--- src/rtl/clkout_divider_bank_if.sv ---
// DRP-style register access bus for clkout_divider_bank.
// The master drives address/data/strobes; the slave returns read data and the acknowledge.
interface clkout_divider_bank_if;
  logic [6:0]  DADDR;
  logic [15:0] DI;
  logic        DEN;
  logic        DWE;
  logic [15:0] DO;
  logic        DRDY;

  modport master (output DADDR, DI, DEN, DWE, input DO, DRDY);
  modport slave  (input DADDR, DI, DEN, DWE, output DO, DRDY);
endinterface

--- src/rtl/clkout_divider_bank.sv ---
// Divided-clock output bank for the PLL/MMCM models: CHANNELS clocks derived from CLKIN,
// each with programmable high/low/phase, restarted phase-aligned by a lock sequencer.
module clkout_divider_bank #(
  parameter int unsigned CHANNELS     = 7,
  parameter int unsigned CNT_WIDTH    = 8,
  parameter int unsigned LOCK_CYCLES  = 64,
  parameter int unsigned DEFAULT_HIGH = 1,
  parameter int unsigned DEFAULT_LOW  = 1
) (
  input  logic                CLKIN,
  input  logic                RSTN,
  input  logic                PWRDWN,
  clkout_divider_bank_if.slave drp,
  output logic [CHANNELS-1:0] CLKOUT,
  output logic [CHANNELS-1:0] CLKOUTB,
  output logic                LOCKED
);

  localparam int unsigned LCW = (LOCK_CYCLES > 1) ? $clog2(LOCK_CYCLES) : 1;

  typedef logic [CNT_WIDTH-1:0] fld_t;
  typedef logic [CNT_WIDTH:0]   cnt_t;
  typedef logic [LCW-1:0]       lcnt_t;

  typedef enum logic [1:0] {
    ST_OFF     = 2'd0,
    ST_LOCKING = 2'd1,
    ST_RUN     = 2'd2
  } state_t;

  localparam lcnt_t LOCK_LOAD = lcnt_t'(LOCK_CYCLES - 1);

  state_t state_q, state_d;
  lcnt_t  lock_cnt_q, lock_cnt_d;

  logic        pend_q, pend_d;
  logic        pend_we_q, pend_we_d;
  logic [6:0]  pend_addr_q, pend_addr_d;
  logic [15:0] pend_di_q, pend_di_d;
  logic [15:0] do_q, do_d;
  logic        drdy_q, drdy_d;
  logic [15:0] rdata;
  logic        wr_commit;

  logic [CHANNELS-1:0][CNT_WIDTH-1:0] high_q, high_d;
  logic [CHANNELS-1:0][CNT_WIDTH-1:0] low_q, low_d;
  logic [CHANNELS-1:0][CNT_WIDTH-1:0] phase_q, phase_d;
  logic [CHANNELS-1:0]                en_q, en_d;

  logic [CHANNELS-1:0][CNT_WIDTH:0]   ch_cnt_q, ch_cnt_d;
  logic [CHANNELS-1:0]                started_q, started_d;
  logic [CHANNELS-1:0]                clk_q, clk_d;

  logic run_next;
  logic enter_run;

  function automatic logic [7:0] pad8(input fld_t v);
    logic [7:0] r;
    r = '0;
    r[CNT_WIDTH-1:0] = v;
    return r;
  endfunction

  // A zero field encodes 2**CNT_WIDTH; returns the span minus one as a reload value.
  function automatic cnt_t span_m1(input fld_t v);
    cnt_t e;
    e = {(v == '0), v};
    return e - cnt_t'(1);
  endfunction

  // DRP: capture the access at edge t, commit and acknowledge at edge t+1.
  always_comb begin
    pend_d      = drp.DEN;
    pend_we_d   = drp.DWE;
    pend_addr_d = drp.DADDR;
    pend_di_d   = drp.DI;
    high_d      = high_q;
    low_d       = low_q;
    phase_d     = phase_q;
    en_d        = en_q;
    rdata       = '0;
    wr_commit   = pend_q && pend_we_q;
    for (int unsigned c = 0; c < CHANNELS; c++) begin
      if (pend_addr_q == 7'(2 * c)) begin
        rdata = {pad8(high_q[c]), pad8(low_q[c])};
        if (wr_commit) begin
          high_d[c] = pend_di_q[8 +: CNT_WIDTH];
          low_d[c]  = pend_di_q[0 +: CNT_WIDTH];
        end
      end
      if (pend_addr_q == 7'(2 * c + 1)) begin
        rdata = {7'b0, en_q[c], pad8(phase_q[c])};
        if (wr_commit) begin
          phase_d[c] = pend_di_q[0 +: CNT_WIDTH];
          en_d[c]    = pend_di_q[8];
        end
      end
    end
    drdy_d = pend_q;
    do_d   = pend_q ? rdata : '0;
  end

  always_comb begin
    state_d    = state_q;
    lock_cnt_d = lock_cnt_q;
    case (state_q)
      ST_OFF: begin
        if (!PWRDWN) begin
          state_d    = ST_LOCKING;
          lock_cnt_d = LOCK_LOAD;
        end
      end
      ST_LOCKING: begin
        if (wr_commit) begin
          lock_cnt_d = LOCK_LOAD;
        end else if (lock_cnt_q == '0) begin
          state_d = ST_RUN;
        end else begin
          lock_cnt_d = lock_cnt_q - lcnt_t'(1);
        end
      end
      ST_RUN: begin
        if (wr_commit) begin
          state_d    = ST_LOCKING;
          lock_cnt_d = LOCK_LOAD;
        end
      end
      default: state_d = ST_OFF;
    endcase
    if (PWRDWN) begin
      state_d = ST_OFF;
    end
  end

  assign run_next  = (state_d == ST_RUN);
  assign enter_run = run_next && (state_q != ST_RUN);

  // started_q=0 means the channel is still waiting out its phase offset.
  always_comb begin
    ch_cnt_d  = ch_cnt_q;
    started_d = started_q;
    clk_d     = clk_q;
    for (int unsigned c = 0; c < CHANNELS; c++) begin
      if (!run_next || !en_q[c]) begin
        clk_d[c]     = 1'b0;
        started_d[c] = 1'b0;
        ch_cnt_d[c]  = '0;
      end else if (enter_run) begin
        if (phase_q[c] == '0) begin
          clk_d[c]     = 1'b1;
          started_d[c] = 1'b1;
          ch_cnt_d[c]  = span_m1(high_q[c]);
        end else begin
          clk_d[c]     = 1'b0;
          started_d[c] = 1'b0;
          ch_cnt_d[c]  = {1'b0, phase_q[c]} - cnt_t'(1);
        end
      end else if (ch_cnt_q[c] == '0) begin
        if (!started_q[c] || !clk_q[c]) begin
          clk_d[c]     = 1'b1;
          started_d[c] = 1'b1;
          ch_cnt_d[c]  = span_m1(high_q[c]);
        end else begin
          clk_d[c]    = 1'b0;
          ch_cnt_d[c] = span_m1(low_q[c]);
        end
      end else begin
        ch_cnt_d[c] = ch_cnt_q[c] - cnt_t'(1);
      end
    end
  end

  always_ff @(posedge CLKIN or negedge RSTN) begin
    if (!RSTN) begin
      state_q     <= ST_OFF;
      lock_cnt_q  <= '0;
      pend_q      <= 1'b0;
      pend_we_q   <= 1'b0;
      pend_addr_q <= '0;
      pend_di_q   <= '0;
      do_q        <= '0;
      drdy_q      <= 1'b0;
      high_q      <= {CHANNELS{fld_t'(DEFAULT_HIGH)}};
      low_q       <= {CHANNELS{fld_t'(DEFAULT_LOW)}};
      phase_q     <= '0;
      en_q        <= '1;
      ch_cnt_q    <= '0;
      started_q   <= '0;
      clk_q       <= '0;
    end else begin
      state_q     <= state_d;
      lock_cnt_q  <= lock_cnt_d;
      pend_q      <= pend_d;
      pend_we_q   <= pend_we_d;
      pend_addr_q <= pend_addr_d;
      pend_di_q   <= pend_di_d;
      do_q        <= do_d;
      drdy_q      <= drdy_d;
      high_q      <= high_d;
      low_q       <= low_d;
      phase_q     <= phase_d;
      en_q        <= en_d;
      ch_cnt_q    <= ch_cnt_d;
      started_q   <= started_d;
      clk_q       <= clk_d;
    end
  end

  assign LOCKED   = (state_q == ST_RUN);
  assign CLKOUT   = clk_q;
  assign CLKOUTB  = LOCKED ? ~clk_q : '0;
  assign drp.DO   = do_q;
  assign drp.DRDY = drdy_q;

endmodule

--- src/flat_wrapper.sv ---
// flat-port wrapper written by rule: the top's interface ports become plain ports
module clkout_divider_bank_flat 
#(
  parameter int unsigned CHANNELS     = 7,
  parameter int unsigned CNT_WIDTH    = 8,
  parameter int unsigned LOCK_CYCLES  = 64,
  parameter int unsigned DEFAULT_HIGH = 1,
  parameter int unsigned DEFAULT_LOW  = 1
)
  (CLKIN, RSTN, PWRDWN, CLKOUT, CLKOUTB, LOCKED, drp_DADDR, drp_DI, drp_DEN, drp_DWE, drp_DO, drp_DRDY);
  clkout_divider_bank_if drp_i ();
  input  logic CLKIN;
  input  logic RSTN;
  input  logic PWRDWN;
  output logic [CHANNELS-1:0] CLKOUT;
  output logic [CHANNELS-1:0] CLKOUTB;
  output logic LOCKED;
  input wire logic [$bits(drp_i.DADDR)-1:0] drp_DADDR;
  input wire logic [$bits(drp_i.DI)-1:0] drp_DI;
  input wire logic [$bits(drp_i.DEN)-1:0] drp_DEN;
  input wire logic [$bits(drp_i.DWE)-1:0] drp_DWE;
  output wire logic [$bits(drp_i.DO)-1:0] drp_DO;
  output wire logic [$bits(drp_i.DRDY)-1:0] drp_DRDY;
  assign drp_i.DADDR = drp_DADDR;
  assign drp_i.DI = drp_DI;
  assign drp_i.DEN = drp_DEN;
  assign drp_i.DWE = drp_DWE;
  assign drp_DO = drp_i.DO;
  assign drp_DRDY = drp_i.DRDY;
  clkout_divider_bank #(.CHANNELS(CHANNELS), .CNT_WIDTH(CNT_WIDTH), .LOCK_CYCLES(LOCK_CYCLES), .DEFAULT_HIGH(DEFAULT_HIGH), .DEFAULT_LOW(DEFAULT_LOW)) u_core (.CLKIN(CLKIN), .RSTN(RSTN), .PWRDWN(PWRDWN), .drp(drp_i), .CLKOUT(CLKOUT), .CLKOUTB(CLKOUTB), .LOCKED(LOCKED));
endmodule
--- config.mk ---
export PLATFORM = sky130hd
export DESIGN_NAME = clkout_divider_bank_flat
export DESIGN_NICKNAME = d
export VERILOG_FILES = /design/src/rtl/clkout_divider_bank_if.sv /design/src/rtl/clkout_divider_bank.sv /design/src/flat_wrapper.sv
export SDC_FILE = /design/constraint.sdc
export NUM_CORES = 1
export LEC_CHECK = 0
export ABC_AREA = 1
export CAP_MARGIN = 10
export CORE_ASPECT_RATIO = 1.5
export CORE_MARGIN = 1
export CORE_UTILIZATION = 65
export DETAILED_ROUTE_END_ITERATION = 8
export GPL_TIMING_DRIVEN = 0
export PLACE_DENSITY_LB_ADDON = 0.05
export SLEW_MARGIN = 20
export SYNTH_ARGS = -nofsm -noshare
export SYNTH_HDL_FRONTEND = slang
export SYNTH_SLANG_ARGS = --single-unit
--- constraint.sdc ---
create_clock -name CLKIN -period 5.8 [get_ports CLKIN]
set_clock_uncertainty 0.15 [all_clocks]
set_input_delay 1.16 -clock CLKIN [delete_from_list [all_inputs] [get_ports CLKIN]]
set_output_delay 1.16 -clock CLKIN [all_outputs]
set_load 0.05 [all_outputs]
# Yosys cells after proc, flatten, opt, wreduce, memory -nomap -nowiden
# Index checks and enable logic that the tools add are counted.
# totals
out_inout_bits	32
word_cells	337
register_bits	302
# classes
n_eq_ne	20
n_addsub	29
n_reduce_logical	106
mux	124
bitwise	1
# op_table
cell	n
$mux 9	35
$mux 16	15
$sub 9x1->9 const B	21
$logic_not 8->1	21
$logic_not 9->1	7
$mux 1	63
$sub 8x1->9 const B	7
$reduce_bool 3->1	15
$eq 7x4->1 const B	6
$reduce_and 2->1	21
$eq 7x3->1 const B	4
$mux 6	4
$logic_not 1->1	22
$pmux 6 s3	1
$eq 7x2->1 const B	2
$logic_or 1x1->1	14
$mux 2	4
$eq 7x1->1 const B	1
$logic_not 7->1	1
$mux 7	1
$not 7->7	1
$logic_not 6->1	1
$ne 2x2->1 const B	3
$pmux 2 s3	1
other kinds (7)	9

# Logic depth before layout (Yosys ltp)
# Gate-level depths: netlist (run 1).
# logic_depth
depth_word	16
depth_mapped	15

# Worst setup path before layout (run 1)
# No wires, ideal clock.
# synth_timing
path_type	register to output
from	reg u_core.state_q[0]
to	out CLKOUTB[0]
setup_slack_ns	2.903
arrival_ns	1.587
n_path_buf	1
required_ns	4.490
path_stages_with_launch	5
path_cell_list	dfrtp_1 > nor2_4 > inv_2 > clkbuf_1 > nor2_1
# synth_via
elab_chain_len	2
# synth_rtl
element	line	rtl
start: declaration	clkout_divider_bank.sv:33	state_t state_q, state_d;
start signal: assignment	clkout_divider_bank.sv:191	state_q <= state_d;
$eq 2x2->1	clkout_divider_bank.sv:209	assign LOCKED = (state_q == ST_RUN);
$mux 7	clkout_divider_bank.sv:211	assign CLKOUTB = LOCKED ? ~clk_q : '0;
end: declaration	flat_wrapper.sv:16	output logic [CHANNELS-1:0] CLKOUTB;
# No other way between the ends.

# Worst setup path in the final report (run 1)
# layout_timing
from	reg u_core.state_q[1]
to	out CLKOUTB[6]
# Same word-level chain as after synthesis.

==> metrics.log, run 1 <==
INFO  metric drt_iter0_drc = 1,756
INFO  metric synth.ff_latch_count = 302
INFO  metric cts.repair_timing.setup_buffer_count = 0
INFO  metric via_count = 16,900
INFO  metric finalMaxSlewViolations = 0
INFO  metric chipWidth = 135 um
INFO  metric worst_slew_pin_tran = 1.22 ns
INFO  metric multi_input_comb_area = 8530 sq um
INFO  metric timing.hold.worst.class = in2async
INFO  metric powerDensity = between 200 and 300 nW/um^2
INFO  metric clock_insertion_delay_worst_skew = 0.58 ns
INFO  metric cts_tree = done
INFO  metric floorplan.initialDensity = about two thirds
INFO  metric fmax = between 0.2 and 0.25 GHz
INFO  metric floorplan.rows = 72
INFO  metric port_buffers = 59
INFO  metric overflow = 0
INFO  metric grt_pass1_wl = 89.2 mm
INFO  metric finalHoldViolCount = 0
INFO  metric postCtsHoldBufs = 0
INFO  metric ctsHtreeMaxLevel = 1
INFO  metric unrepaired_setup_endpoints_after_global_routing = no
INFO  metric pin_count = 60
INFO  metric nets = about 2,400
INFO  metric synth.top_cells.by_count = 622 x sky130_fd_sc_hd__nand2_1, 310 x sky130_fd_sc_hd__o21ai_0, 281 x sky130_fd_sc_hd__dfrtp_1
INFO  metric ir_drop = around 0.27 mV
INFO  metric whs = 0.332 ns
INFO  metric synth_top_area_share = 40.5%
INFO  metric run_status = completed
INFO  metric die_area = 27,400 sq um
INFO  metric antenna_violations_before_repair = 0
INFO  metric remaining_drc_errors = 0
INFO  metric cts.clk_slew.worst_paths = 0.06 ns
INFO  metric drt_pre_antenna_iters = 6
INFO  metric required_arrival_time_at_the_worst_endpoint = 4.49 ns
INFO  metric number_of_nets_in_the_synthesized_netlist = approximately 2,400
INFO  metric grt_max_degree = 89
INFO  metric timing.critical_path.to_type = output port
INFO  metric post_synth_instance_area = 17,400 sq um
INFO  metric arr_time_crit_path = 3.36 ns
INFO  metric post-route-min-period = approximately 4.7 ns
INFO  metric placeableCoreArea = 26,000 sq um
INFO  metric worst_r2r_path_depth = 12
INFO  metric postCtsResizedCells = 0
INFO  metric detail_route.wirelength.met1 = 20.2 mm
INFO  metric yosys_warnings = 0
INFO  metric leakage = 9.35 nW
INFO  metric synthesis.area_per_instance = around 7.6 sq um
INFO  metric grt_pass1_vias = about 16,000
INFO  metric post-layout-total-power = about 5.2 mW
INFO  metric numCtsBuffers = 30
INFO  metric netlist_top_cells_area = sky130_fd_sc_hd__dfrtp_1 41%, sky130_fd_sc_hd__nand2_1 13%, sky130_fd_sc_hd__o21ai_0 8.9%, sky130_fd_sc_hd__inv_1 5.0%, sky130_fd_sc_hd__xor2_1 4.1%
INFO  metric antenna_cells_inserted = 0
INFO  metric vias_per_cell = 6.14
INFO  metric die_h = approximately 200 um
INFO  metric finalWirelength = 58.3 mm
INFO  metric critPathLaunchType = register
INFO  metric tritoncts_num_sinks = 302
INFO  metric wl_per_cell = 21.2 um
INFO  metric bufs_on_longest_clock_path = 3
INFO  metric syn_to_final_growth = 12.5%
INFO  metric met3_length = roughly 4.7 mm
INFO  metric leading_register_cell_type_out_of_synthesis = sky130_fd_sc_hd__dfrtp_1
INFO  metric met2WireLength = 27.2 mm
INFO  metric synthArstFlopShare = 100%
INFO  metric synth_cell_types = roughly 50
INFO  metric worst_slew_margin_rel = 18.8%
INFO  metric number_of_routed_nets_with_antenna_violations = 0
INFO  metric routabilityCongestion = 1.00
INFO  metric share_of_layout_cells_above_drive_strength_1 = roughly 6%
INFO  metric count_of_flip_flops_with_a_built_in_enable_after_synthesis = 0
INFO  metric layout_worst_path_cycle_share = a little over 80%
INFO  metric dp_hpwl = 42.2 mm
INFO  metric grt_util_all_layers = between 40% and 50%
INFO  metric reported_max_cap_violation_count = 0
INFO  metric fillerInstances = between 2,000 and 2,500
INFO  metric synth_top_cell_by_area = sky130_fd_sc_hd__dfrtp_1
INFO  metric finalSetupViolations = 0
INFO  metric cts-root-buf = sky130_fd_sc_hd__clkbuf_16
INFO  metric layout.area.seq = around 7600 sq um
INFO  metric synth_seq_area_share = 43.7%
INFO  metric worst-setup-path-type = reg2out
INFO  metric finish.utilization = 75.0%
INFO  metric netlist_instances = 2,298
INFO  metric worst-path-max-fanout = 10
INFO  metric synth_most_common_cell = sky130_fd_sc_hd__nand2_1
INFO  metric top_layer = met4
layout by cell type (no fill, tap or decap), types with 3 or more instances in the layout:
cell	Yosys	final
sky130_fd_sc_hd__a211oi_1	25	25
sky130_fd_sc_hd__a21oi_1	108	108
sky130_fd_sc_hd__a22oi_1	7	7
sky130_fd_sc_hd__a31oi_1	15	15
sky130_fd_sc_hd__buf_16	0	3
sky130_fd_sc_hd__buf_2	11	11
sky130_fd_sc_hd__buf_6	4	4
sky130_fd_sc_hd__bufinv_16	0	6
sky130_fd_sc_hd__clkbuf_1	49	57
sky130_fd_sc_hd__clkbuf_16	0	31
sky130_fd_sc_hd__clkbuf_8	0	4
sky130_fd_sc_hd__clkdlybuf4s50_1	0	58
sky130_fd_sc_hd__clkinv_2	0	6
sky130_fd_sc_hd__dfrtp_1	281	281
sky130_fd_sc_hd__dfstp_2	21	21
sky130_fd_sc_hd__ha_1	29	29
sky130_fd_sc_hd__inv_1	233	233
sky130_fd_sc_hd__inv_2	14	14
sky130_fd_sc_hd__nand2_1	622	622
sky130_fd_sc_hd__nand2_2	5	5
sky130_fd_sc_hd__nand3_1	99	99
sky130_fd_sc_hd__nand3b_1	10	10
sky130_fd_sc_hd__nand4_1	21	21
sky130_fd_sc_hd__nor2_1	155	155
sky130_fd_sc_hd__nor2_2	8	8
sky130_fd_sc_hd__nor2_4	4	4
sky130_fd_sc_hd__nor3_1	56	56
sky130_fd_sc_hd__nor4_1	6	6
sky130_fd_sc_hd__o2111ai_1	7	7
sky130_fd_sc_hd__o211ai_1	10	10
sky130_fd_sc_hd__o21ai_0	310	310
sky130_fd_sc_hd__o21ai_1	3	3
sky130_fd_sc_hd__o221a_2	4	4
sky130_fd_sc_hd__o22ai_1	14	14
sky130_fd_sc_hd__o31ai_1	6	6
sky130_fd_sc_hd__or2_2	15	15
sky130_fd_sc_hd__xnor2_1	40	40
sky130_fd_sc_hd__xor2_1	81	81
sequential cells by signal, summed over array words and instances (netlist names), 2 cells and up:
signal              cells
u_core.ch_cnt_q        63
u_core.CLKOUT           7
u_core.started_q        7
u_core.drp.DO          16
u_core.en_q             7
u_core.pend_di_q       16
u_core.pend_addr_q      7
u_core.low_q           56
u_core.phase_q         56
u_core.state_q          2
u_core.high_q          56
u_core.lock_cnt_q       6
per-stage QoR:
step	TNS, ns	area [sq um]	setup WS, ns	std cells
2_1_floorplan	0	17400	2.90	2298
6_report	0	19500	1.13	2749
3_5_place_dp	0	18500	1.77	2693
3_3_place_gp	-2615.03	18400	-8.95	2690
4_1_cts	0	19500	1.18	2749
5_1_grt	0	19500	1.11	2749
power breakdown:
part	internal (mW)	total [mW]	switching (mW)
Combinational	0.276	0.834	0.558
Clock	1.30	2.14	0.840
Sequential	2.19	2.27	0.0834
Total	3.76	5.24	1.48
metal layers:
layer / vias up / global-route usage, %
li1: 7742 / -
met1: 7835 / 49.7
met2: 1016 / 70.3
met3: 292 / 6.82
met4: 0 / 40.9
met5: - / 0
worst max-delay path: stages, from the launching register on:
cell and delay, ns:
sky130_fd_sc_hd__dfrtp_1 0.40, sky130_fd_sc_hd__inv_1 0.14, sky130_fd_sc_hd__nor2_4 0.10, sky130_fd_sc_hd__inv_2 0.36
sky130_fd_sc_hd__clkbuf_1 0.94, sky130_fd_sc_hd__nor2_1 0.09, sky130_fd_sc_hd__clkdlybuf4s50_1 0.74
cell type report:
cell class | count | share of cell area [%]
plain buffers | 66 | 1.53
clock buffers | 43 | 4.41
clock inverters | 13 | 1.12
inverters | 250 | 4.82
multi-input cells | 1680 | 43.7
flip-flops and latches | 302 | 38.8
well taps | 333 | 2.13
repair buffers | 62 | 3.47
path summary, 6_finish.rpt:
check	from	endpoint	slack, ns
worst min register to register	u_core.phase_q[32]$_DFFE_PN0P_	u_core.phase_q[32]$_DFFE_PN0P_	0.34
worst max register to register	u_core.drdy_d$_DFF_PN0_	u_core.CLKOUT[3]$_DFFE_PN0P_	2.83
worst max-delay path	u_core.state_q[1]$_DFF_PN0_	CLKOUTB[6]	1.13
max in group asynchronous	RSTN	u_core.en_q[1]$_DFFE_PN1P_	4.00
min in group CLKIN	u_core.phase_q[32]$_DFFE_PN0P_	u_core.phase_q[32]$_DFFE_PN0P_	0.34
worst min-delay path	RSTN	u_core.lock_cnt_q[2]$_DFFE_PN0P_	0.33
kinds of logic (layout without fill, tap and decap cells):
kind of cell / count (synthesis) / in the layout / synth area share (%)
buffers and inverters: 316 / 434 / 7.14
adders and majority gates: 29 / 29 / 2.09
xor gates and xnor gates: 121 / 121 / 6.11
and+or+nand+nor: 1009 / 1009 / 24.5
DFF: 302 / 302 / 43.7
AOI/OAI and AO/OA: 521 / 521 / 16.5
Power figures use the tool's default switching activity.
==> run 2, diff against run 1 <==
CORE_UTILIZATION = 56   (was 65)
clock period = 4.2 ns   (was 5.8 ns; I/O delays follow)
==> run 2 against run 1 <==
Net effect: first-iteration DRC count down 35%; register-to-register slack worse by 1.6 ns; routed wire length up 3.0%; critical endpoint is now LOCKED; highest routed layer unchanged.
==> metrics.log, run 2 (synthesis gave the netlist of run 1 again) <==
INFO  metric timing.critical_path.to_type = output port
INFO  metric worst-r2r-setup-slack = 1.22 ns (-1.61 ns)
INFO  metric syn_to_final_growth = 12.7%
INFO  metric clock_insertion_delay_worst_skew = 0.58 ns (about the same)
INFO  metric multi_input_comb_area = 8530 sq um (unchanged)
INFO  metric switching_portion_of_total_power = 29.2% (+0.90 points)
INFO  metric postLayoutCellArea = 19,600 sq um (+0.17%)
INFO  metric internal_power = 5.01 mW (+33%)
INFO  metric worst_r2r_dst = u_core.CLKOUT[3]$_DFFE_PN0P_
INFO  metric reported_max_cap_violation_count = 0 (unchanged)
INFO  metric vias_per_cell = 5.82 (-5.3%)
INFO  metric largest_register_ff_count = 63 (unchanged)
INFO  metric cts-root-buf = sky130_fd_sc_hd__clkbuf_16
INFO  metric die_h = 218 um (+7.7%)
INFO  metric grt_pass1_vias = 16,400 (-0.018%)
INFO  metric layout_worst_path_cycle_share = 99.7%
INFO  metric fmax = approximately 0.24 GHz
INFO  metric fillerInstances = 2,761 (+34%)
INFO  metric powerDensity = 361 nW/um^2 (+35%)
INFO  metric required_arrival_time_at_the_worst_endpoint = 3.21 ns (-1.28 ns)
INFO  metric finalHoldViolCount = 0 (unchanged)
INFO  metric cts.clk_slew.worst_paths = 0.06 ns (about the same)
INFO  metric post-place-cells = 2,760 (+2.5%)
INFO  metric remaining_drc_errors = 0 (unchanged)
INFO  metric floorplan.rows = 78 (+8.3%)
INFO  metric clock_power_share = 39.3% (-1.5 points)
INFO  metric floorplan.initialDensity = 57.2% (-9.5 points)
INFO  metric numCtsBuffers = 30 (unchanged)
INFO  metric chipWidth = 146 um (+7.6%)
INFO  metric layout.area.seq = 7580 sq um (unchanged)
INFO  metric postCtsHoldBufs = 0 (unchanged)
INFO  metric timing.hold.worst.class = in2async
INFO  metric worst_slew_margin_rel = 15.2% (-3.6 points)
INFO  metric via_count = 16,400 (-3.0%)
INFO  metric placement.cell_area = 18,500 sq um (+0.47%)
INFO  metric finalSetupViolations = 0 (unchanged)
INFO  metric overflow = 0 (unchanged)
INFO  metric max_flop_register = u_core.ch_cnt_q
INFO  metric share_of_layout_cells_above_drive_strength_1 = 6.25% (+0.12 points)
INFO  metric grt_pass1_wl = 91.5 mm (+2.6%)
INFO  metric worst_r2r_path_depth = 12 (unchanged)
INFO  metric port_buffers = 59 (unchanged)
INFO  metric unrepaired_setup_endpoints_after_global_routing = no
INFO  metric placeableCoreArea = 30,400 sq um (+17%)
INFO  metric finalMaxSlewViolations = 0 (unchanged)
INFO  metric critPathLaunchType = register
INFO  metric worst-setup-path-type = reg2out
INFO  metric pin_count = 60 (unchanged)
INFO  metric die_area = 31,700 sq um (+16%)
INFO  metric grt_util_all_layers = 38.4% (-5.4 points)
INFO  metric run_status = completed
INFO  metric fin_tns_setup = 0 ns (unchanged)
INFO  metric bufs_on_longest_clock_path = 3 (unchanged)
INFO  metric cts.repair_timing.setup_buffer_count = 0 (unchanged)
INFO  metric layout_common_cells = 622 x sky130_fd_sc_hd__nand2_1, 310 x sky130_fd_sc_hd__o21ai_0, 281 x sky130_fd_sc_hd__dfrtp_1, 233 x sky130_fd_sc_hd__inv_1, 155 x sky130_fd_sc_hd__nor2_1
INFO  metric worst-path-max-fanout = 10 (unchanged)
INFO  metric share_seq_of_total_power = 44.3% (+1.0 points)
INFO  metric most_common_cell_after_layout_fill_and_taps_aside = sky130_fd_sc_hd__nand2_1
INFO  metric layoutNonFillerInstCount = 2,817 (+2.5%)
INFO  metric dp_hpwl = 44.1 mm (+4.4%)
INFO  metric grt_max_degree = 104 (+17%)
INFO  metric finalWirelength = 60.0 mm (+3.0%)
INFO  metric arr_time_crit_path = 3.20 ns (-0.16 ns)
INFO  metric leakage = 9.34 nW (-0.18%)
INFO  metric antenna_violations_before_repair = 0 (unchanged)
INFO  metric total_switching_power = 2.06 mW (+39%)
INFO  metric cts_tree = done
INFO  metric nets = 2,449 (unchanged)
INFO  metric ir_drop = 0.345 mV (+27%)
INFO  metric number_of_routed_nets_with_antenna_violations = 0 (unchanged)
INFO  metric post-route-min-period = roughly 4.2 ns
INFO  metric wl_per_cell = 21.3 um (+0.50%)
INFO  metric routabilityCongestion = 0.987 (-1.4%)
INFO  metric worst_slew_pin_tran = 1.27 ns (+0.0539 ns)
INFO  metric tritoncts_num_sinks = 302 (unchanged)
INFO  metric proportion_of_power_drawn_by_combinational_gates = 16.4% (+0.5 points)
INFO  metric post-layout-total-power = 7.07 mW (+35%)
INFO  metric worst_r2r_startpoint = u_core.drdy_d$_DFF_PN0_
INFO  metric drt_iter0_drc = 1,140 (-35%)
INFO  metric drt_pre_antenna_iters = 5 (-1)
INFO  metric ctsHtreeMaxLevel = 1 (unchanged)
-- run 2: cell count changes in the layout (fill, tap and decap cells not counted), moves of 2 or more --
cell,before,now
sky130_fd_sc_hd__bufinv_16,6,1
sky130_fd_sc_hd__clkbuf_1,57,53
sky130_fd_sc_hd__clkbuf_2,0,3
sky130_fd_sc_hd__clkbuf_8,4,11
sky130_fd_sc_hd__clkinv_2,6,4
-- run 2: layout make-up --
cell class	count	area share, %
antenna	1	0.0128
buffer	66	1.58
clock buffer	50	4.89
clock inverter	6	0.301
inverter	250	4.81
multi-input combinational	1680	43.6
sequential	302	38.8
tap	400	2.56
timing repair buffer	62	3.47
-- run 2: timing repair --
| item | in CTS | in global routing |
|---|---|---|
| setup endpoints to repair | 0 | 1 |
| gates resized for setup | 0 | 2 |
| endpoints found under the hold margin | 0 | 0 |
-- run 2: critical path, cell delays in order (launching register included) --
cell	delay [ns]
sky130_fd_sc_hd__dfrtp_1	0.44
sky130_fd_sc_hd__nor2_4	0.32
sky130_fd_sc_hd__clkdlybuf4s15_1	0.89
sky130_fd_sc_hd__clkdlybuf4s50_1	0.96
-- run 2: per-layer routing --
layer | wire length, um | global-route usage (%) | up-vias
li1 | - | - | 7745
met1 | 21900 | 42.0 | 7814
met2 | 29300 | 66.5 | 586
met3 | 3450 | 5.40 | 239
met4 | 5460 | 31.8 | 0
met5 | 0 | 0 | -
-- run 2: worst max-delay path by stage --
stage,slack (ns),startpoint,to
after global routing,0.03,u_core.state_q[0]$_DFF_PN0_,LOCKED
final,0.01,u_core.state_q[0]$_DFF_PN0_,LOCKED
after floorplan,1.62,u_core.state_q[0]$_DFF_PN0_,CLKOUTB[0]
after CTS,0.02,u_core.state_q[0]$_DFF_PN0_,LOCKED
after global placement,-10.58,RSTN,u_core.ch_cnt_q[6]$_DFF_PN0_
after detailed placement,0.64,u_core.state_q[0]$_DFF_PN0_,LOCKED
-- run 2: power by group through the flow --
stage | Sequential (mW) | Combinational [mW] | Clock [mW]
after CTS | 3.13 | 1.14 | 2.79
after global routing | 3.14 | 1.29 | 2.92
after detailed placement | 3.18 | 1.14 | 0
final | 3.13 | 1.16 | 2.77
after global placement | 3.18 | 1.11 | 0
after floorplan | 3.15 | 0.745 | 0
-- run 2: metrics by stage --
stage | utilization (%) | hold WS, ns | setup WS (ns)
after floorplan | - | 0.256 | 1.62
after global placement | 60.8 | 0.316 | -10.58
after detailed placement | 61.1 | 0.315 | 0.638
after CTS | 64.4 | 0.0294 | 0.0200
after global routing | 64.5 | 0.0479 | 0.0315
final | 64.5 | 0.0305 | 0.0137
